## config.mk

```make
export PLATFORM = sky130hd
export DESIGN_NAME = tc_timer
export DESIGN_NICKNAME = d
export VERILOG_FILES = /design/src/rtl/tc_timer_pkg.sv /design/src/rtl/tc_byte_merge.sv /design/src/rtl/tc_timer.sv
export SDC_FILE = /design/constraint.sdc
export NUM_CORES = 1
export LEC_CHECK = 0
export ABC_AREA = 1
export CAP_MARGIN = 25
export CORE_MARGIN = 2
export CORE_UTILIZATION = 50
export CTS_CLUSTER_DIAMETER = 200
export DETAILED_ROUTE_END_ITERATION = 10
export HOLD_SLACK_MARGIN = 0.15
export PLACE_DENSITY_LB_ADDON = 0.15
export SETUP_SLACK_MARGIN = 0.4
export SLEW_MARGIN = 10
export SYNTH_ARGS = -nofsm -noshare
export SYNTH_HDL_FRONTEND = slang
export SYNTH_SLANG_ARGS = --single-unit
export TNS_END_PERCENT = 50
```

## constraint.sdc

```tcl
create_clock -name clk -period 2.38 [get_ports clk]
set_input_delay 0.238 -clock clk [delete_from_list [all_inputs] [get_ports clk]]
set_output_delay 0.238 -clock clk [all_outputs]
set_load 0.02 [all_outputs]
```

## src/rtl/tc_timer_pkg.sv

```systemverilog
// Shared definitions for the memory-mapped timer/counter: FSM encoding,
// register offsets, CTRL bit positions and mode constants.
package tc_timer_pkg;

   typedef enum logic [1:0] {
      ST_IDLE = 2'd0,
      ST_LOAD = 2'd1,
      ST_CNT  = 2'd2,
      ST_INT  = 2'd3
   } tc_state_e;

   localparam logic [1:0] REG_CTRL   = 2'd0;
   localparam logic [1:0] REG_PRESET = 2'd1;
   localparam logic [1:0] REG_COUNT  = 2'd2;
   localparam logic [1:0] REG_RSVD   = 2'd3;

   localparam int CTRL_W       = 4;
   localparam int CTRL_EN      = 0;
   localparam int CTRL_MODE_LO = 1;
   localparam int CTRL_MODE_HI = 2;
   localparam int CTRL_IM      = 3;

   localparam logic [1:0] MODE_ONESHOT  = 2'b00;
   localparam logic [1:0] MODE_PERIODIC = 2'b01;

   // Per-cycle actions decoded from the FSM state; drives the datapath.
   typedef struct packed {
      logic load;     // COUNT <= PRESET
      logic dec;      // COUNT <= COUNT - 1
      logic fire;     // COUNT <= 0, irq_flag <= 1
      logic rearm;    // periodic expiry: irq_flag <= 0
      logic en_clr;   // one-shot expiry: CTRL.EN <= 0
   } tc_ctl_t;

   function automatic logic is_periodic(input logic [1:0] mode);
      return (mode == MODE_PERIODIC);
   endfunction

endpackage

```

## src/rtl/tc_byte_merge.sv

```systemverilog
// Per-lane write merge: bit b takes wdata when byteen[b/8] is set, else keeps
// the old value. Width need not be a whole number of bytes.
module tc_byte_merge
   import tc_timer_pkg::*;
#(
   parameter int W  = 32,
   parameter int NB = (W + 7) / 8
)
(
   input  logic [W-1:0]  i_old,
   input  logic [W-1:0]  i_wdata,
   input  logic [NB-1:0] i_byteen,
   output logic [W-1:0]  o_merged
);

   for (genvar b = 0; b < W; b++) begin : g_bit
      assign o_merged[b] = i_byteen[b / 8] ? i_wdata[b] : i_old[b];
   end

endmodule

```

## src/rtl/tc_timer.sv

```systemverilog
// Memory-mapped down-counter timer with one-shot and periodic modes and a
// maskable interrupt. Reads are combinational for same-cycle M-stage use.
module tc_timer
   import tc_timer_pkg::*;
#(
   parameter logic [31:0] BASE_ADDR = 32'h0000_7F00
)
(
   input  logic        clk,
   input  logic        reset,
   input  logic [31:0] addr,
   input  logic        we,
   input  logic [3:0]  byteen,
   input  logic [31:0] wdata,
   output logic [31:0] rdata,
   output logic        irq,
   output logic [1:0]  dbg_state
);

   tc_state_e          r_state;
   tc_state_e          w_next_state;
   tc_ctl_t            w_ctl;
   logic [CTRL_W-1:0]  r_ctrl;
   logic [31:0]        r_preset;
   logic [31:0]        r_count;
   logic               r_irq_flag;

   logic               w_sel;
   logic               w_wr;
   logic               w_wr_ctrl;
   logic               w_wr_preset;
   logic [CTRL_W-1:0]  w_ctrl_merged;
   logic [31:0]        w_preset_merged;
   logic               w_en;
   logic [1:0]         w_mode;
   logic               w_unused;

   // Word select only; the byte offset within a word plays no part.
   assign w_unused    = ^addr[1:0];
   assign w_sel       = (addr[31:4] == BASE_ADDR[31:4]);
   assign w_wr        = we & w_sel & (|byteen);
   assign w_wr_ctrl   = w_wr & (addr[3:2] == REG_CTRL);
   assign w_wr_preset = w_wr & (addr[3:2] == REG_PRESET);

   assign w_en   = r_ctrl[CTRL_EN];
   assign w_mode = r_ctrl[CTRL_MODE_HI:CTRL_MODE_LO];

   tc_byte_merge #(.W(CTRL_W)) u_ctrl_merge (
      .i_old    (r_ctrl),
      .i_wdata  (wdata[CTRL_W-1:0]),
      .i_byteen (byteen[0:0]),
      .o_merged (w_ctrl_merged)
   );

   tc_byte_merge #(.W(32)) u_preset_merge (
      .i_old    (r_preset),
      .i_wdata  (wdata),
      .i_byteen (byteen),
      .o_merged (w_preset_merged)
   );

   always_ff @(posedge clk) begin
      if (reset) begin
         r_state <= ST_IDLE;
      end else begin
         r_state <= w_next_state;
      end
   end

   always_comb begin
      w_next_state = r_state;
      case (r_state)
         ST_IDLE: if (w_en) w_next_state = ST_LOAD;
         ST_LOAD: w_next_state = ST_CNT;
         ST_CNT: begin
            if (!w_en)                  w_next_state = ST_IDLE;
            else if (r_count <= 32'd1)  w_next_state = ST_INT;
         end
         ST_INT: w_next_state = is_periodic(w_mode) ? ST_LOAD : ST_IDLE;
         default: w_next_state = ST_IDLE;
      endcase
   end

   always_comb begin
      w_ctl        = '0;
      w_ctl.load   = (r_state == ST_LOAD);
      w_ctl.dec    = (r_state == ST_CNT) & w_en & (r_count > 32'd1);
      w_ctl.fire   = (r_state == ST_CNT) & w_en & (r_count <= 32'd1);
      w_ctl.rearm  = (r_state == ST_INT) & is_periodic(w_mode);
      w_ctl.en_clr = (r_state == ST_INT) & ~is_periodic(w_mode);
   end

   // A CPU write to CTRL in the INT cycle overrides the one-shot EN clear.
   always_ff @(posedge clk) begin
      if (reset) begin
         r_ctrl <= '0;
      end else if (w_wr_ctrl) begin
         r_ctrl <= w_ctrl_merged;
      end else if (w_ctl.en_clr) begin
         r_ctrl[CTRL_EN] <= 1'b0;
      end
   end

   always_ff @(posedge clk) begin
      if (reset) begin
         r_preset <= '0;
      end else if (w_wr_preset) begin
         r_preset <= w_preset_merged;
      end
   end

   always_ff @(posedge clk) begin
      if (reset) begin
         r_count <= '0;
      end else if (w_ctl.load) begin
         r_count <= r_preset;
      end else if (w_ctl.dec) begin
         r_count <= r_count - 32'd1;
      end else if (w_ctl.fire) begin
         r_count <= '0;
      end
   end

   // Expiry sets the flag even if software writes in the same cycle.
   always_ff @(posedge clk) begin
      if (reset) begin
         r_irq_flag <= 1'b0;
      end else if (w_ctl.fire) begin
         r_irq_flag <= 1'b1;
      end else if (w_ctl.rearm || w_wr_ctrl || w_wr_preset) begin
         r_irq_flag <= 1'b0;
      end
   end

   always_comb begin
      rdata = '0;
      if (w_sel) begin
         case (addr[3:2])
            REG_CTRL:   rdata = {{(32-CTRL_W){1'b0}}, r_ctrl};
            REG_PRESET: rdata = r_preset;
            REG_COUNT:  rdata = r_count;
            REG_RSVD:   rdata = '0;
            default:    rdata = '0;
         endcase
      end
   end

   assign irq       = r_irq_flag & r_ctrl[CTRL_IM];
   assign dbg_state = r_state;

endmodule

```

==> Word-level counts from Yosys, hierarchy flattened <==
Cells that the tools add are included.
{ "word_totals": {"regBits": 71, "word_cells": 64, "output_inout_bits": 35, "input_bits": 71} }
{ "classes": {"mux": 15, "reduce_logical": 15, "magnitude_cmp": 2, "n_eq_ne": 11, "n_bitwise": 11, "n_addsub": 1} }
{ "ops": {"columns": ["cell", "n"], "rows": [
  ["$mux W32", 4],
  ["$pmux W32 S4", 1],
  ["$gt A32 B1 Y1 const B", 1],
  ["$le A32 B1 Y1 const B", 1],
  ["$sub A32 B1 Y32 const B", 1],
  ["$eq A28 B11 Y1 const B", 1],
  ["$reduce_and A2 Y1", 7],
  ["$and A1 B1 Y1", 10],
  ["$eq A2 B2 Y1 const B", 4],
  ["$pmux W2 S4", 1],
  ["$eq A2 B1 Y1 const B", 3],
  ["$mux W1", 6],
  ["$mux W2", 3],
  ["$logic_not A2 Y1", 2],
  ["$ne A2 B2 Y1 const B", 2],
  ["$reduce_bool A2 Y1", 2],
  ["$reduce_or A4 Y1", 1],
  ["$ne A3 B3 Y1 const B", 1],
  ["$reduce_bool A3 Y1", 1],
  ["$logic_or A1 B1 Y1", 2],
  ["$not A1 Y1", 1]
]} }

==> Longest topological paths before layout <==
{ "logic_depth": {"word_depth": 8, "ltp_mapped": 11, "mapped_depth_nobuf": 11} }

==> Modules after synthesis <==
A second synthesis with hierarchy kept.
{ "unflattened": {"hier_cells": 915, "hier_area_um2": 5066.1} }
{ "modules_own_cells": {"columns": ["mod", "area_per_inst_um2", "instances", "seq_area_each_um2", "cells_each"], "rows": [
  ["tc_timer", 4596.9, 1, 1421.4, 798],
  ["tc_byte_merge (u_preset_merge)", 420.4, 1, 0.0, 104],
  ["tc_byte_merge (u_ctrl_merge)", 48.8, 1, 0.0, 13]
]} }

==> Least setup slack after synthesis <==
No wires, ideal clock.
{ "synth_path": {"path_kind": "input-to-output", "startpoint": "in addr[27]", "endpoint": "out rdata[2]", "arrival_ps": 1366, "setup_slack_ps": 776, "required_time_ps": 2142, "path_stages": 8, "path_cell_list": "nor2_1 > nand2_1 > nor2_1 > nand2_1 > inv_1 > nand2_1 > clkbuf_1 > a31oi_1"} }
{ "synth_via": {"elab_chain_cells": 2} }
{ "synth_lines": {"columns": ["element", "line_no", "source"], "rows": [
  ["start: declaration", "tc_timer.sv:11", "input logic [31:0] addr,"],
  ["$eq A28 B11 Y1", "tc_timer.sv:40", "assign w_sel = (addr[31:4] == BASE_ADDR[31:4]);"],
  ["$mux W32", "tc_timer.sv:137", "if (w_sel) begin"],
  ["end: declaration", "tc_timer.sv:15", "output logic [31:0] rdata,"]
]} }
No other way between the ends.

==> Worst setup path in the final report <==
{ "layout_path": {"startpoint": "in addr[3]", "endpoint": "out rdata[24]"} }
{ "layout_via": {"elab_chain_cells": 3, "word_cells_on_any_way": 6} }
{ "layout_lines": {"columns": ["element", "line_no", "source"], "rows": [
  ["$eq A2 B2 Y1, or another cell as far along", "tc_timer.sv:138", "case (addr[3:2])"],
  ["$pmux W32 S4 *", "tc_timer.sv:138", null],
  ["$mux W32 *", "tc_timer.sv:137", null]
]} }
Every way passes the cells marked *; elsewhere a longest branch is shown, timed or not.

==> results.yml <==
floorplanning:
  die_area_um2: 9911
  ios: 106
  core_area_um2: 8806
  start_util: 0.5185
  rows: 34
  die_y_um: 99.56
  fp.dieW_um: 99.56
clock_tree:
  cts_hold_buf: 0
  cts_sinks: 71
  cts_max_level: 3
  clockRootBuffer: "clkbuf_8"
  clk_latency_ns: 0.36
  cts_tree: "done"
  cts.clk_slew.worst_paths_ns: 0.09
  cts_buffer_depth: 2
  cts_buffers: 9
synth:
  yosys_warnings: 0
  syn_inst: 756
  synthDistinctLibCells: 34
  yosysTopAreaCell: "dfxtp_1"
  ys_top_cells_by_area: "dfxtp_1 31%, nand2_1 20%, nor2_1 12%"
  syn_nets: 829
  synth_seq_area_share: 0.3113
  netlist.area_leader.share: 0.3113
  syn-cell-area_um2: 4566
  yosys_register_bits: 71
  avgSynthCellArea_um2: 6.039
sta:
  rsz0062_at_grt: "yes"
  tightest_slew_ns: 0.5127
  fin_skew_ns: 0.01201
  hold_viol_final: 0
  fmax_ghz: 0.5246
  drv_slew: 0
  fin_crit_sh: 0.8010
  period_minus_slack_ns: 1.906
  slew_headroom: 0.6569
  setup_viol: 0
drt:
  initialDrtViolationCount: 291
  dr.pass1.iters: 5
  wl_per_cell_um: 13.37
  vias_per_cell: 5.129
  drc_errors: 0
  vias: 4980
  ant_nets: 0
  wl_um: 12980
setup_path:
  cp-end-kind: "primary output"
  rr_worst_depth: 8
  r2r-start: "r_count[0]"
  cp.required_ns: 2.14
  worst_r2r_endpoint: "r_count[30]"
  critPathLaunchType: "primary input"
  worstPathArrival_ns: 1.67
  crit_type: "primary input to primary output"
  path_max_fanout: 18
  rrSetupSlack_ns: 0.59
power:
  p_leak_nw: 2.755
  peakVddDrop_v: 0.0002911
  power_density_nw_per_um2: 394.4
place:
  place_congestion: 0.9038
  dpl.hpwl_um: 9406
  placement.io_buffers: 103
  placed_cell_area_um2: 5720
outcome:
  outcome: "complete, no violations"
finish:
  n_antenna_cell: 0
  finalInstanceArea_um2: 5862
  finish.utilization: 0.6657
  nets: 931
  area_growth_pct: 28.39
  fill_cells: 840
  drive_gt1_frac: 0.1194
grt:
  gr-total-overflow: 0
  grt_pass1_vias: 4621
  grt_max_degree: 33
  antenna_found_initial: 0
  grt_first_pass_wirelength_um: 21390
  track_usage: 0.2635
worst_hold_path:
  hold_depth: 3
  min_path_type: "primary input to flip-flop"
  worstHoldEndpoint: "r_preset[8]"
  holdCritStartpoint: "wdata[8]"
run:
  max-cap-violations: 0
==> worst max-delay path, cell delays in order <==
cell             delay (ns)
clkdlybuf4s50_1        0.48
buf_4                  0.18
nor2_4                 0.16
buf_12                 0.19
nand2_1                0.06
a21oi_1                0.16
buf_2                  0.19
==> how the worst max path moves through the flow <==
stage	start	endpoint	slack, ns	cells after the start
floorplan	addr[27]	rdata[2]	0.78	8
global placement	addr[7]	rdata[2]	-0.05	10
CTS	addr[7]	rdata[20]	0.30	10
global route	addr[14]	rdata[24]	0.37	11
detailed placement	addr[7]	rdata[11]	-0.06	10
finish	addr[3]	rdata[24]	0.47	7
==> layer usage <==
layer | vias up | GRT usage | wire (µm)
met5 | - | 0 | 0
met4 | 0 | 0.06744 | 153
met3 | 14 | 0.05060 | 917
met2 | 180 | 0.4340 | 5868
met1 | 2235 | 0.3560 | 6041
li1 | 2551 | - | -
==> power breakdown <==
group	leakage (nW)	switching (W)	internal, W	total, W
Combinational	2.10	0.0000816	0.000119	0.000200
Clock	0.0849	0.000514	0.000410	0.000925
Sequential	0.571	0.000000000000232	0.00119	0.00119
==> logic make-up after synthesis <==
kind of cell	synth area share
XOR/XNOR	0.03837
AND/OR/NAND/NOR	0.4190
AO/OA/AOI/OAI	0.1189
buffers and inverters	0.1069
adder cells (fa/ha/maj)	0.005480
flip-flops	0.3113
==> flip-flops by register name, indices dropped and copies added, names as in the netlist <==
| name | count |
|---|---|
| r_ctrl | 4 |
| r_irq_flag | 1 |
| r_preset | 32 |
| r_count | 32 |
| dbg_state | 2 |
==> cell usage in the layout, fill, tap and decap left out, types with 8 or more instances in the layout <==
| cell type | instances |
|---|---|
| a21oi_1 | 36 |
| o22ai_1 | 23 |
| xor2_1 | 19 |
| a21oi_2 | 8 |
| clkbuf_8 | 10 |
| nand2_1 | 246 |
| buf_4 | 30 |
| clkdlybuf4s50_1 | 71 |
| inv_1 | 87 |
| buf_2 | 10 |
| nor2_1 | 142 |
| nor2_2 | 8 |
| dfxtp_1 | 71 |
| nand4_1 | 8 |
| o21ai_0 | 19 |
| nand3_1 | 26 |
==> through the flow <==
step | instances | total power, W | hold WS, ns | setup slack (ns) | setup TNS (ns)
2_1_floorplan | 756 | 0.001266 | 0.3729 | 0.7756 | 0
3_3_place_gp | 954 | 0.001412 | 0.5192 | -0.04900 | -0.4682
3_5_place_dp | 954 | 0.001413 | 0.5221 | -0.05739 | -0.4822
4_1_cts | 970 | 0.002322 | 0.4474 | 0.3020 | 0
5_1_grt | 971 | 0.002379 | 0.4508 | 0.3726 | 0
6_report | 971 | 0.002312 | 0.4543 | 0.4736 | 0
==> Yosys cell counts <==
cell	n
nor2_4	6
a21oi_1	43
xnor2_1	1
nor2_8	1
inv_4	1
nand4_1	8
a211oi_4	1
ha_1	2
o21ai_1	2
nand2_4	1
a31oi_1	3
o21bai_1	1
xor2_1	19
buf_6	5
buf_2	1
nand4_4	4
a221oi_1	1
nand2_8	1
inv_1	87
o21ai_0	19
inv_2	4
nor3_1	1
o22ai_1	23
clkinv_1	1
nor2_2	6
a21oi_2	1
dfxtp_1	71
nand2_2	3
clkbuf_1	18
buf_1	2
o21a_1	2
nand2_1	247
nand3_1	26
nor2_1	144
==> what timing repair did <==
action	CTS	global route
setup buffers	0	1
setup endpoints to repair	32	32
pin swaps	0	1
gates resized for setup	114	53
==> layout make-up <==
type                       count  area (µm²)  share of cell area
clock buffer                  10       137.6             0.02348
clock inverter                 6       45.04            0.007684
inverter                      93       351.6             0.05998
multi-input combinational    566        2703              0.4610
sequential                    71        1421              0.2425
tap                          108       135.1             0.02305
timing repair buffer         117        1069              0.1823
Note: power is estimated with default switching activity, not from simulation.
